$ cat src/rtl/hex_display_ctrl.sv
// Arbitrates two display clients round-robin, scans the granted value through the shared
// external 7-segment decoder into shadow registers, then commits all six digits at once.
//
// state  | meaning
// IDLE   | wait for req_a/req_b; the first IDLE cycle after a commit never grants
// SCAN   | one nibble per cycle: dec_out of the current nibble lands in shadow[idx]
// COMMIT | done pulses; shadow copied to the display on the edge leaving this state
module hex_display_ctrl #(
    parameter int NUM_DIGITS = 6,
    parameter int BLINK_DIV  = 25000000
) (
    input  logic        clk,
    input  logic        rst_n,
    input  logic        req_a,
    input  logic [23:0] val_a,
    input  logic        req_b,
    input  logic [23:0] val_b,
    output logic        gnt_a,
    output logic        gnt_b,
    output logic        busy,
    output logic        done,
    output logic [3:0]  dec_in,
    input  logic [6:0]  dec_out,
    input  logic [5:0]  blank_mask,
    input  logic        blink_en,
    output logic [41:0] hex_out
);

    typedef enum logic [1:0] {IDLE, SCAN, COMMIT} state_t;

    localparam logic [2:0] LAST_IDX = 3'(NUM_DIGITS - 1);
    localparam int         CW       = $clog2(BLINK_DIV);
    localparam logic [CW-1:0] BLINK_LAST = CW'(BLINK_DIV - 1);

    state_t      state;
    logic [23:0] frame;
    logic [2:0]  idx;
    logic [4:0]  next_base;
    logic        last_b;
    logic        settle;
    logic [6:0]  shadow [NUM_DIGITS];
    logic [6:0]  disp   [NUM_DIGITS];
    logic [CW-1:0] blink_cnt;
    logic        phase_off;

    assign next_base = {idx + 3'd1, 2'b00};

    always_ff @(posedge clk or negedge rst_n) begin
        if (!rst_n) begin
            state  <= IDLE;
            gnt_a  <= 1'b0;
            gnt_b  <= 1'b0;
            busy   <= 1'b0;
            done   <= 1'b0;
            dec_in <= 4'd0;
            frame  <= 24'd0;
            idx    <= 3'd0;
            last_b <= 1'b1;
            settle <= 1'b0;
            for (int i = 0; i < NUM_DIGITS; i++) begin
                shadow[i] <= 7'h7F;
                disp[i]   <= 7'h7F;
            end
        end else begin
            gnt_a <= 1'b0;
            gnt_b <= 1'b0;
            done  <= 1'b0;
            case (state)
                IDLE: begin
                    if (settle) begin
                        settle <= 1'b0;
                    end else if (req_a && (!req_b || last_b)) begin
                        gnt_a  <= 1'b1;
                        frame  <= val_a;
                        dec_in <= val_a[3:0];
                        idx    <= 3'd0;
                        last_b <= 1'b0;
                        busy   <= 1'b1;
                        state  <= SCAN;
                    end else if (req_b) begin
                        gnt_b  <= 1'b1;
                        frame  <= val_b;
                        dec_in <= val_b[3:0];
                        idx    <= 3'd0;
                        last_b <= 1'b1;
                        busy   <= 1'b1;
                        state  <= SCAN;
                    end
                end
                SCAN: begin
                    shadow[idx] <= dec_out;
                    if (idx == LAST_IDX) begin
                        done  <= 1'b1;
                        state <= COMMIT;
                    end else begin
                        idx    <= idx + 3'd1;
                        dec_in <= frame[next_base +: 4];
                    end
                end
                COMMIT: begin
                    // Whole-frame copy keeps the visible display free of mixed frames.
                    for (int i = 0; i < NUM_DIGITS; i++) disp[i] <= shadow[i];
                    busy   <= 1'b0;
                    settle <= 1'b1;
                    state  <= IDLE;
                end
                default: state <= IDLE;
            endcase
        end
    end

    always_ff @(posedge clk or negedge rst_n) begin
        if (!rst_n) begin
            blink_cnt <= '0;
            phase_off <= 1'b0;
        end else if (!blink_en) begin
            blink_cnt <= '0;
            phase_off <= 1'b0;
        end else if (blink_cnt == BLINK_LAST) begin
            blink_cnt <= '0;
            phase_off <= ~phase_off;
        end else begin
            blink_cnt <= blink_cnt + CW'(1);
        end
    end

    // Blanking only gates the output; stored digits are untouched.
    for (genvar g = 0; g < NUM_DIGITS; g++) begin : g_hex
        assign hex_out[7*g +: 7] = (blank_mask[g] || (blink_en && phase_off)) ? 7'h7F : disp[g];
    end

endmodule

$ cat config.mk
export PLATFORM = sky130hd
export DESIGN_NAME = hex_display_ctrl
export DESIGN_NICKNAME = d
export VERILOG_FILES = /design/src/rtl/hex_display_ctrl.sv
export SDC_FILE = /design/constraint.sdc
export NUM_CORES = 1
export LEC_CHECK = 0
export CELL_PAD_IN_SITES_DETAIL_PLACEMENT = 0
export CELL_PAD_IN_SITES_GLOBAL_PLACEMENT = 1
export CORE_ASPECT_RATIO = 1.1
export CORE_MARGIN = 1.5
export CORE_UTILIZATION = 43
export CTS_CLUSTER_SIZE = 14
export DETAILED_ROUTE_END_ITERATION = 10
export GPL_TIMING_DRIVEN = 0
export PLACE_DENSITY = 0.83
export SKIP_LAST_GASP = 1
export SYNTH_ARGS = -nofsm -noshare
export SYNTH_HDL_FRONTEND = slang
export SYNTH_SLANG_ARGS = --single-unit
$ cat constraint.sdc
create_clock -name clk -period 2.6 [get_ports clk]
set_input_delay 0.65 -clock clk [delete_from_list [all_inputs] [get_ports clk]]
set_output_delay 0.65 -clock clk [all_outputs]
set_load 0.1 [all_outputs]
Word-level counts from Yosys, hierarchy flattened --
Index checks and enable logic that the tools add are counted.
Cells by class: add/subtract/negate cells 2, $lt $le $gt $ge 2, equality and inequality tests 9, shift operators 1, mux-type cells 45, bitwise gates (word level) 3, reductions and logical operators 19
Operator list (count):
- 25-bit two-way mux | 2
- 7-bit two-way mux | 7
- 24-bit two-way mux | 2
- 42-bit bitwise mux | 1
- 25-bit by 1-bit adder with 25-bit output (second input constant) | 1
- 25-bit equality test (second input constant) | 1
- 24-bit by 6-bit indexed part select with 4-bit output | 1
- 7-bit demux with 3-bit select | 1
- 4-bit two-way mux | 4
- 1-bit two-way mux | 15
- 3-bit two-way mux | 4
- 3-bit AND reduction | 3
- 2-bit two-way mux | 4
- 4-bit one-hot mux with 2 select lines | 1
- 1-bit logical OR | 7
- 2-bit inequality test (second input constant) | 3
- 3-bit one-hot mux with 2 select lines | 1
- 2-bit nonzero test | 3
- 4-bit >= comparator (second input constant) | 1
- 4-bit by 1-bit less-than comparator with 1-bit output (second input constant) | 1
- 3-bit inverter with 4-bit output | 1
- 1-bit one-hot mux with 2 select lines | 2
- 2-bit one-hot mux with 2 select lines | 1
- 4-bit AND reduction | 1
- other kinds (10) | 13
Storage, ports and cells: flip-flop bits (word level) 149, input bits 66, output and inout bits 50, word-level logic and storage cells 105

Longest topological paths before layout --
Gate-level depths: netlist of the first run.
depth after elaboration 6, depth in mapped cells 7, gate-level depth less buffers 6

Worst setup path after synthesis of the first run --
No wires, ideal clock.
kind input-to-output, start input port blink_en, end output port hex_out[0], arrival 1.743 ns, required time 1.950 ns, setup slack 0.207 ns, cell stages on the path 3, cells stage by stage and2_1 > clkbuf_1 > or3_1
On the way: longest elaborated chain between the ends 3
RTL lines:
- start: declaration | RTL line 25 | input logic blink_en,
- 1-bit logical AND | RTL line 129 | assign hex_out[7*g +: 7] = (blank_mask[g] || (blink_en && phase_off)) ? 7'h7F : disp[g];
- 1-bit logical OR | RTL line 129
- 7-bit two-way mux | RTL line 129
- end: declaration | RTL line 26 | output logic [41:0] hex_out
Every way passes these cells.

Worst setup path in the final report of the first run --
start input port blank_mask[0], end output port hex_out[6]
On the way: longest elaborated chain between the ends 2
RTL lines:
- start: declaration | RTL line 24 | input logic [5:0] blank_mask,
- 1-bit logical OR | RTL line 129
- 7-bit two-way mux | RTL line 129
Every way passes these cells.

==> results of run 1 <==
==> area by class of cell <==
type                       instances  area (um^2)
tap                              200        250.2
sequential                       149         3835
timing repair buffer             116         1289
fill                            1325         6541
clock inverter                    14        162.7
inverter                           7        26.28
multi-input combinational        368         2874
clock buffer                      18        450.4
buffer                            29        126.4
==> synth_stat cells, drive strengths merged, types with 3 or more instances <==
cell    instances  area [um^2]
or3            51        319.1
nand3b          4        30.03
nor4            4        37.53
dfstp          85         2233
buf             4        18.76
mux4            4        90.09
nand2          37        138.9
or4             7        56.30
nand4           6        43.79
o21ai          35        175.2
a21oi          17        85.08
a32oi           4        35.03
dfrtp          64         1602
nor3            4        20.02
inv             6        22.52
and4            4        36.29
o31ai           6        50.05
xnor2           8        70.07
xor2            5        43.79
nor2b           5        31.28
a31oi           4        25.02
clkbuf         25        95.09
ha              3        37.54
mux2           92         1036
nand3          11        60.06
nor2           20        75.07
a21o            6        45.04
mux2i          20        200.2
==> cell usage in the layout, fill, tap and decap left out, types with 17 or more instances in the layout <==
cell	Yosys	routed
sky130_fd_sc_hd__or3_1	51	41
sky130_fd_sc_hd__dfstp_2	85	85
sky130_fd_sc_hd__buf_6	0	26
sky130_fd_sc_hd__dfrtp_1	64	64
sky130_fd_sc_hd__clkbuf_16	0	18
sky130_fd_sc_hd__clkbuf_1	24	20
sky130_fd_sc_hd__o21ai_0	35	35
sky130_fd_sc_hd__mux2i_1	20	20
sky130_fd_sc_hd__mux2_2	92	92
sky130_fd_sc_hd__a21oi_1	17	17
sky130_fd_sc_hd__clkdlybuf4s50_1	0	66
sky130_fd_sc_hd__nor2_1	20	20
sky130_fd_sc_hd__nand2_1	37	37
==> per-stage QoR <==
stage	util, %	hold WS [ns]
after floorplan	-	0.3544
after global placement	52.70	0.4596
after detailed placement	52.89	0.4658
after CTS	57.90	0.2402
after global routing	57.95	0.2607
final	57.95	0.2305
==> kinds of logic (layout without fill, tap and decap cells) <==
group           Yosys count  in the layout
buf+inv                  36            184
compound gates           75             75
mux                     116            116
fa+ha+maj                 3              3
simple gates            161            161
xor+xnor                 13             13
flops                   149            149
==> layer usage <==
metal	GRT usage [%]	vias to the layer above	wire length [um]
met4	6.654	0	261
met3	4.645	20	838
met1	24.16	2360	6484
met5	0	-	0
li1	-	2276	-
met2	34.04	153	7618
==> sequential cells by signal, indices dropped and copies added (netlist names) <==
signal / flops
disp: 42
shadow: 42
blink_cnt: 25
frame: 24
dec_in: 4
idx: 3
state: 2
busy: 1
done: 1
gnt_a: 1
gnt_b: 1
last_b: 1
phase_off: 1
settle: 1
==> power breakdown <==
| part | switching [mW] | total, mW | internal [mW] |
|---|---|---|---|
| combinational | 2.99 | 4.84 | 1.85 |
| clock | 1.00 | 2.50 | 1.50 |
| sequential | 0.492 | 4.21 | 3.72 |
| total | 4.48 | 11.5 | 7.06 |
==> what timing repair did <==
action,in CTS,in global routing
gates resized for setup,328,3
setup endpoints to repair,45,3
pin swaps,0,0
hold endpoints to repair,0,0
==> worst paths after layout <==
kind / endpoint / startpoint / slack [ns]
max: hex_out[6] / blank_mask[0] / 0.01
min: blink_cnt[14] / rst_n / 0.23
max reg2reg: dec_in[3] / idx[1] / 0.37
min reg2reg: frame[23] / frame[23] / 0.47
max in group asynchronous: shadow[40] / rst_n / 1.55
min in group clk: frame[23] / frame[23] / 0.47
==> summary.json, run 1 <==
{
  "setup_slack": {"value": 0.01437, "unit": "ns"},
  "min_period": {"value": 2.586, "unit": "ns"},
  "routed_wl": {"value": 15200, "unit": "um"},
  "run_status": {"value": "finished clean"},
  "timing.final.max_slew_violations": {"value": 0},
  "antenna_cells": {"value": 0},
  "finalSetupTns": {"value": 0, "unit": "ns"},
  "setup.worst_path.class": {"value": "primary input to output pin"},
  "gp_routability_congestion": {"value": 0.7897},
  "globalRoute.totalOverflow": {"value": 0},
  "globalRouteTotalUtil": {"value": 19.73, "unit": "%"},
  "pin_count_of_the_biggest_net_entering_global_routing": {"value": 86},
  "final-hold-violation-count": {"value": 0},
  "port-buffer-count": {"value": 115},
  "post-cts-setup-buffer-count": {"value": 0},
  "crit_path_cell_trace": {"value": "clkdlybuf4s50_1 -> or3_1 -> clkbuf_4"},
  "postRouteAntennaNets": {"value": 0},
  "synthToLayoutAreaGrowth": {"value": 32.62, "unit": "%"},
  "first_pass_grt_wire_length": {"value": 25250, "unit": "um"},
  "dominant_combinational_cell_family_by_area_after_synthesis": {"value": "multiplexers"},
  "power-per-cell-area": {"value": 1281, "unit": "nW/um^2"},
  "worst-path-buf-inv": {"value": 2},
  "clkLatencyLatePin": {"value": 0.42, "unit": "ns"},
  "synth_compound_gate_area_share": {"value": 6.480, "unit": "%"},
  "postSynthNetCount": {"value": 622},
  "initial_utilization": {"value": 43.69, "unit": "%"},
  "cts-htree-levels": {"value": 4},
  "cp_slowest_cell": {"value": "sky130_fd_sc_hd__clkdlybuf4s50_1"},
  "synth_ff_type": {"value": "sky130_fd_sc_hd__dfstp_2"},
  "synthesis.area_per_instance": {"value": 12.29, "unit": "um^2"},
  "drc": {"value": 0},
  "clock_tree_from_tritoncts": {"value": "built"},
  "dr_total_vias": {"value": 4809},
  "maxCapViolCount": {"value": 0},
  "post_synth_num_cell_types": {"value": 45},
  "die_w": {"value": 122.9, "unit": "um"},
  "irDropWorstVdd": {"value": 0.7437, "unit": "mV"},
  "holdBufCountCts": {"value": 0},
  "synth_seq_cells": {"value": 149},
  "via_count_of_the_first_global_routing_pass": {"value": 5099},
  "layout-drive-gt1-share": {"value": 40.51, "unit": "%"},
  "worst-slew-pin-transition": {"value": 0.9983, "unit": "ns"},
  "cp.depth": {"value": 3},
  "route.detailed.wl_per_inst": {"value": 16.87, "unit": "um"},
  "area_inside_the_core_boundary": {"value": 15550, "unit": "um^2"},
  "ys_async_sr_fraction": {"value": 100.0, "unit": "%"},
  "ff2ff_path_depth": {"value": 7},
  "rsz0062_at_grt": {"value": "yes"},
  "die-area": {"value": 16570, "unit": "um^2"},
  "detail_route.first_pass.iterations": {"value": 6},
  "fmax": {"value": 386.8, "unit": "MHz"},
  "dp_slack": {"value": -1.253, "unit": "ns"},
  "detailedPlacementHpwl": {"value": 11010, "unit": "um"},
  "max-slew-margin-rel": {"value": 32.89, "unit": "%"},
  "post_synth_inst_count": {"value": 553},
  "timing.critical_path.max_delay_family": {"value": "buffers and inverters"},
  "cts-buffers-inserted": {"value": 17},
  "min_period_over_period": {"value": 99.45, "unit": "%"},
  "netlist_area": {"value": 6797, "unit": "um^2"},
  "synthesized_area_fraction_occupied_by_and_or_nand_nor_cells": {"value": 13.29, "unit": "%"},
  "grt_antenna_before_repair": {"value": 0},
  "synth_edf_count": {"value": 0},
  "fin_skew": {"value": 0.006832, "unit": "ns"},
  "setup.worst_path.start_class": {"value": "primary input"},
  "seq_area_frac_synth": {"value": 56.42, "unit": "%"},
  "drt_iter0_markers": {"value": 204},
  "p_total": {"value": 11.55, "unit": "mW"},
  "p_leak": {"value": 3.786, "unit": "nW"},
  "std_cell_rows": {"value": 48},
  "fin_nets": {"value": 757},
  "worst_setup_hold_path_clk_slew": {"value": 0.06, "unit": "ns"},
  "max-clock-path-buffers": {"value": 2},
  "die_y": {"value": 134.9, "unit": "um"},
  "timing.critical_path.slowest_cell_delay": {"value": 0.54, "unit": "ns"},
  "cp_max_fo": {"value": 7},
  "post_dp_cell_area": {"value": 8227, "unit": "um^2"},
  "crit_required": {"value": 1.95, "unit": "ns"},
  "yosys-mux-area-fraction": {"value": 19.51, "unit": "%"},
  "yosysWarningCount": {"value": 0},
  "via_per_inst": {"value": 5.337},
  "timing.final.setup_violations": {"value": 0},
  "dp.cells": {"value": 869},
  "post-route-cell-area": {"value": 9014, "unit": "um^2"},
  "ioPinCount": {"value": 116},
  "clock_sink_count": {"value": 149},
  "ctsRootBufferMaster": {"value": "sky130_fd_sc_hd__clkbuf_16"},
  "timing.hold.worst.class": {"value": "primary input to asynchronous set/reset pin"},
  "synth-adder-area-share": {"value": 0.5523, "unit": "%"},
  "synth-xor-area-share": {"value": 1.675, "unit": "%"},
  "layout.cells.non_filler": {"value": 901},
  "worstPathArrival": {"value": 1.94, "unit": "ns"},
  "worst_setup_path_end_kind": {"value": "output pin"}
}
(Power assumes the default switching activity.)
==> run 2, diff against run 1 <==
CORE_ASPECT_RATIO = 1.5   (was 1.1)
==> summary.json, run 2 (synthesized netlist as in run 1, its figures left out) <==
{
  "run_status": {"value": "finished clean"},
  "cp_max_fo": {"value": 1},
  "antenna_cells": {"value": 0},
  "sequentialPowerShare": {"value": 36.9, "unit": "%"},
  "min_period_over_period": {"value": 97.29, "unit": "%"},
  "worst_setup_hold_path_clk_slew": {"value": 0.06, "unit": "ns"},
  "route.detailed.wl_per_inst": {"value": 16.57, "unit": "um"},
  "timing.final.max_slew_violations": {"value": 0},
  "ioPinCount": {"value": 116},
  "layout_common_cells": {"value": "92 x sky130_fd_sc_hd__mux2_2, 85 x sky130_fd_sc_hd__dfstp_2, 66 x sky130_fd_sc_hd__clkdlybuf4s50_1"},
  "layout_commonest_cell": {"value": "sky130_fd_sc_hd__mux2_2"},
  "gp_routability_congestion": {"value": 0.8411},
  "globalRouteTotalUtil": {"value": 18.83, "unit": "%"},
  "detailedPlacementHpwl": {"value": 10880, "unit": "um"},
  "p_sw": {"value": 4.470, "unit": "mW"},
  "area_inside_the_core_boundary": {"value": 15550, "unit": "um^2"},
  "worst-slew-pin-transition": {"value": 0.9889, "unit": "ns"},
  "p_leak": {"value": 3.753, "unit": "nW"},
  "cts-htree-levels": {"value": 4},
  "rsz0062_at_grt": {"value": "no"},
  "die_y": {"value": 157.0, "unit": "um"},
  "routed_wl": {"value": 14980, "unit": "um"},
  "maxCapViolCount": {"value": 0},
  "fmax": {"value": 395.3, "unit": "MHz"},
  "max-clock-path-buffers": {"value": 2},
  "synthToLayoutAreaGrowth": {"value": 30.43, "unit": "%"},
  "first_pass_grt_wire_length": {"value": 24310, "unit": "um"},
  "die-area": {"value": 16580, "unit": "um^2"},
  "reg.largest.list": {"value": "disp: 42 flops, shadow: 42 flops, blink_cnt: 25 flops"},
  "max-slew-margin-rel": {"value": 33.96, "unit": "%"},
  "postRouteAntennaNets": {"value": 0},
  "clkLatencyLatePin": {"value": 0.42, "unit": "ns"},
  "drt_iter0_markers": {"value": 278},
  "globalRoute.totalOverflow": {"value": 0},
  "dp_slack": {"value": -1.249, "unit": "ns"},
  "drc": {"value": 0},
  "crit_path_cell_trace": {"value": "clkdlybuf4s50_1"},
  "worstPathArrival": {"value": 1.88, "unit": "ns"},
  "fin_skew": {"value": 0.007830, "unit": "ns"},
  "p_total": {"value": 11.41, "unit": "mW"},
  "via_per_inst": {"value": 5.361},
  "p_sw_share": {"value": 39.16, "unit": "%"},
  "std_cell_rows": {"value": 56},
  "die_w": {"value": 105.7, "unit": "um"},
  "hold_slack": {"value": 0.1676, "unit": "ns"},
  "ctsRootBufferMaster": {"value": "sky130_fd_sc_hd__clkbuf_16"},
  "min_period": {"value": 2.529, "unit": "ns"},
  "setup.worst_path.start_class": {"value": "flop"},
  "port-buffer-count": {"value": 115},
  "timing.critical_path.max_delay_family": {"value": "buffers and inverters"},
  "fin_nets": {"value": 757},
  "cts-buffers-inserted": {"value": 17},
  "via_count_of_the_first_global_routing_pass": {"value": 4906},
  "initial_utilization": {"value": 43.69, "unit": "%"},
  "worst-path-buf-inv": {"value": 1},
  "timing.final.setup_violations": {"value": 0},
  "pwr-share-clk": {"value": 22.0, "unit": "%"},
  "power-per-cell-area": {"value": 1288, "unit": "nW/um^2"},
  "clock_tree_from_tritoncts": {"value": "built"},
  "crit_required": {"value": 1.95, "unit": "ns"},
  "cp_slowest_cell": {"value": "sky130_fd_sc_hd__clkdlybuf4s50_1"},
  "pin_count_of_the_biggest_net_entering_global_routing": {"value": 105},
  "timing.critical_path.slowest_cell_delay": {"value": 1.13, "unit": "ns"},
  "finalSetupTns": {"value": 0, "unit": "ns"},
  "gate_power_share": {"value": 41.1, "unit": "%"},
  "grt_antenna_before_repair": {"value": 0},
  "layout-drive-gt1-share": {"value": 39.09, "unit": "%"},
  "timing.hold.worst.class": {"value": "primary input to asynchronous set/reset pin"},
  "setup.worst_path.class": {"value": "flop to output pin"},
  "p_int": {"value": 6.945, "unit": "mW"},
  "clock_sink_count": {"value": 149},
  "setup_slack": {"value": 0.07052, "unit": "ns"},
  "detail_route.first_pass.iterations": {"value": 4},
  "final-hold-violation-count": {"value": 0},
  "irDropWorstVdd": {"value": 0.6909, "unit": "mV"},
  "dr_total_vias": {"value": 4846},
  "worst_setup_path_end_kind": {"value": "output pin"}
}
-- run 2: cell count changes in the layout (fill, tap and decap cells not counted), sizes merged --
cell,change
clkinv,+1
clkinvlp,-2
inv,+1
dlygate4sd2,-1
buf,+1
dlymetal6s2s,+1
clkbuf,-1
-- run 2: cell type report --
cell class                      instances  area, um^2
Buffer                                 29       118.9
Clock buffer                           18       450.4
Clock inverter                         14       162.7
Fill cell                            1320        6690
Inverter                                7       26.28
Multi-Input combinational cell        368        2824
Sequential cell                       149        3835
Tap cell                              203       254.0
Timing Repair Buffer                  116        1194
-- run 2: stage by stage --
step / utilization [%] / std cells / instance area (um^2)
3_5_place_dp: 52.91 / 872 / 8230
4_1_cts: 56.94 / 904 / 8857
5_1_grt: 56.99 / 904 / 8865
3_3_place_gp: 52.73 / 871 / 8202
2_1_floorplan: - / 553 / 6797
6_report: 56.99 / 904 / 8865
-- run 2: path summary, 6_finish.rpt --
check                              start  slack (ns)  cells after the start        end
worst max register to register    idx[1]        0.38                      7  dec_in[3]
worst min-delay path               rst_n        0.17                      1       busy
max in group asynchronous          rst_n        1.56                      2   disp[40]
worst max-delay path                done        0.07                      1       done
worst min register to register  frame[6]        0.48                      2   frame[6]
min in group clk                frame[6]        0.48                      2   frame[6]
-- run 2: repair_timing --
| action | CTS | global route |
|---|---|---|
| setup buffers | 0 | 0 |
| hold buffers | 0 | 0 |
| pin swaps | 1 | 0 |
| endpoints found under the hold margin | 0 | 0 |
| endpoints found under the setup margin | 44 | 3 |
| gates resized for setup | 291 | 3 |
-- run 2: power by group through the flow --
stage	Clock (mW)	Sequential [mW]	Combinational, mW
floorplan	0	4.38	3.34
global placement	0	4.19	4.54
detailed placement	0	4.25	4.66
CTS	2.57	4.22	4.73
global route	2.66	4.34	4.96
finish	2.51	4.21	4.69
-- run 2: metal layers --
metal / wire length, um / GRT usage (%)
met1: 5904 / 20.81
met2: 8180 / 34.82
met3: 536 / 3.851
met4: 361 / 8.044
met5: 0 / 0
==> run 3, diff against run 2 <==
CORE_MARGIN = unset   (was 1.5)
==> summary.json, run 3 (synthesized netlist as in run 1, its figures left out) <==
{
  "run_status": {"value": "finished clean"},
  "ioPinCount": {"value": 116},
  "crit_path_cell_trace": {"value": "clkdlybuf4s50_1 -> or3_1 -> buf_2"},
  "ff2ff_path_depth": {"value": 6},
  "timing.critical_path.max_delay_family": {"value": "buffers and inverters"},
  "p_leak": {"value": 3.750, "unit": "nW"},
  "setup.worst_path.class": {"value": "primary input to output pin"},
  "port-buffer-count": {"value": 115},
  "antenna_cells": {"value": 0},
  "post_dp_cell_area": {"value": 8225, "unit": "um^2"},
  "filler_cell_count": {"value": 1308},
  "pwr-share-clk": {"value": 20.9, "unit": "%"},
  "fin_skew": {"value": 0.007728, "unit": "ns"},
  "setup.worst_path.start_class": {"value": "primary input"},
  "irDropWorstVdd": {"value": 0.7142, "unit": "mV"},
  "drt_iter0_markers": {"value": 271},
  "dr_total_vias": {"value": 4802},
  "clkLatencyLatePin": {"value": 0.41, "unit": "ns"},
  "worst-path-buf-inv": {"value": 2},
  "max-slew-margin-rel": {"value": 34.02, "unit": "%"},
  "worst_setup_path_end_kind": {"value": "output pin"},
  "layout_commonest_cell": {"value": "sky130_fd_sc_hd__mux2_2"},
  "timing.final.max_slew_violations": {"value": 0},
  "dp.cells": {"value": 868},
  "cts-buffers-inserted": {"value": 17},
  "reg.largest.list": {"value": "disp: 42 flops, shadow: 42 flops, blink_cnt: 25 flops"},
  "min_period_over_period": {"value": 98.12, "unit": "%"},
  "maxCapViolCount": {"value": 0},
  "rsz0062_at_grt": {"value": "no"},
  "worst_setup_hold_path_clk_slew": {"value": 0.06, "unit": "ns"},
  "timing.final.setup_violations": {"value": 0},
  "detail_route.first_pass.iterations": {"value": 6},
  "globalRoute.totalOverflow": {"value": 0},
  "sequentialPowerShare": {"value": 37.2, "unit": "%"},
  "cts-htree-levels": {"value": 4},
  "drc": {"value": 0},
  "post-route-cell-area": {"value": 8897, "unit": "um^2"},
  "multiInputGateArea": {"value": 2844, "unit": "um^2"},
  "via_count_of_the_first_global_routing_pass": {"value": 4960},
  "layout-drive-gt1-share": {"value": 39.66, "unit": "%"},
  "die_y": {"value": 156.0, "unit": "um"},
  "timing.critical_path.slowest_cell_delay": {"value": 0.52, "unit": "ns"},
  "first_pass_grt_wire_length": {"value": 24280, "unit": "um"},
  "clock_sink_count": {"value": 149},
  "cp_slowest_cell": {"value": "sky130_fd_sc_hd__clkdlybuf4s50_1"},
  "hold_slack": {"value": 0.1713, "unit": "ns"},
  "p_sw": {"value": 4.405, "unit": "mW"},
  "via_per_inst": {"value": 5.336},
  "layout.cells.non_filler": {"value": 900},
  "final-hold-violation-count": {"value": 0},
  "area_inside_the_core_boundary": {"value": 15280, "unit": "um^2"},
  "cp_max_fo": {"value": 7},
  "die_w": {"value": 104.7, "unit": "um"},
  "clock_tree_from_tritoncts": {"value": "built"},
  "postRouteAntennaNets": {"value": 0},
  "max-clock-path-buffers": {"value": 2},
  "ctsRootBufferMaster": {"value": "sky130_fd_sc_hd__clkbuf_16"},
  "layout_common_cells": {"value": "92 x sky130_fd_sc_hd__mux2_2, 85 x sky130_fd_sc_hd__dfstp_2, 66 x sky130_fd_sc_hd__clkdlybuf4s50_1"},
  "globalRouteTotalUtil": {"value": 19.00, "unit": "%"},
  "gate_power_share": {"value": 41.8, "unit": "%"},
  "min_period": {"value": 2.551, "unit": "ns"},
  "synthToLayoutAreaGrowth": {"value": 30.91, "unit": "%"},
  "holdBufCountCts": {"value": 0},
  "pin_count_of_the_biggest_net_entering_global_routing": {"value": 104},
  "gp_routability_congestion": {"value": 0.7649},
  "worstPathArrival": {"value": 1.90, "unit": "ns"},
  "post-route-util": {"value": 58.24, "unit": "%"},
  "route.detailed.wl_per_inst": {"value": 16.28, "unit": "um"},
  "worst-slew-pin-transition": {"value": 0.9881, "unit": "ns"},
  "seqCellArea": {"value": 3835, "unit": "um^2"},
  "fin_nets": {"value": 757},
  "std_cell_rows": {"value": 55},
  "initial_utilization": {"value": 44.49, "unit": "%"},
  "grt_antenna_before_repair": {"value": 0},
  "fmax": {"value": 392.0, "unit": "MHz"},
  "p_sw_share": {"value": 38.96, "unit": "%"},
  "crit_required": {"value": 1.95, "unit": "ns"},
  "die-area": {"value": 16320, "unit": "um^2"},
  "cp.depth": {"value": 3},
  "routed_wl": {"value": 14660, "unit": "um"},
  "detailedPlacementHpwl": {"value": 10830, "unit": "um"},
  "power-per-cell-area": {"value": 1271, "unit": "nW/um^2"},
  "timing.hold.worst.class": {"value": "primary input to asynchronous set/reset pin"},
  "p_int": {"value": 6.901, "unit": "mW"},
  "p_total": {"value": 11.31, "unit": "mW"}
}
[run 3: power by group through the flow]
| stage | combinational [mW] | clock, mW | sequential, mW |
|---|---|---|---|
| floorplan | 3.34 | 0 | 4.38 |
| global placement | 4.54 | 0 | 4.19 |
| detailed placement | 4.66 | 0 | 4.24 |
| CTS | 4.78 | 2.41 | 4.21 |
| global route | 5.03 | 2.51 | 4.33 |
| finish | 4.73 | 2.37 | 4.21 |
[run 3: metrics by stage]
stage	setup slack [ns]	setup TNS, ns
2_1_floorplan	0.2069	0
3_3_place_gp	-4.588	-584.24
3_5_place_dp	-1.254	-50.71
4_1_cts	0.004560	0
5_1_grt	0.01989	0
6_report	0.04892	0
[run 3: routing by layer]
layer / vias to the layer above / GRT usage, % / wire length [um]
li1: 2277 / - / -
met1: 2378 / 21.58 / 5862
met2: 132 / 35.48 / 8144
met3: 15 / 3.843 / 516
met4: 0 / 6.103 / 131
met5: - / 0 / 0
[run 3: path summary, 6_finish.rpt]
check                           endpoint     startpoint  slack [ns]
min reg2reg                    frame[16]      frame[16]        0.48
max reg2reg                blink_cnt[19]   blink_cnt[0]        0.35
max in group asynchronous         last_b          rst_n        1.59
max                          hex_out[13]  blank_mask[1]        0.05
min in group clk               frame[16]      frame[16]        0.48
min                        blink_cnt[14]          rst_n        0.17
[run 3: layout make-up]
type	count	area share (%)
flip-flops and latches	149	43.10
multi-input cells	368	31.96
repair buffers	116	13.91
clock buffers	20	5.245
well taps	199	2.798
plain buffers	29	1.392
clock inverters	12	1.294
inverters	7	0.2953
[run 3: repair_timing]
item,4_1_cts,5_1_grt
resized for setup,310,2
pin swaps,1,0
buffers inserted,0,0
setup endpoints to repair,45,2
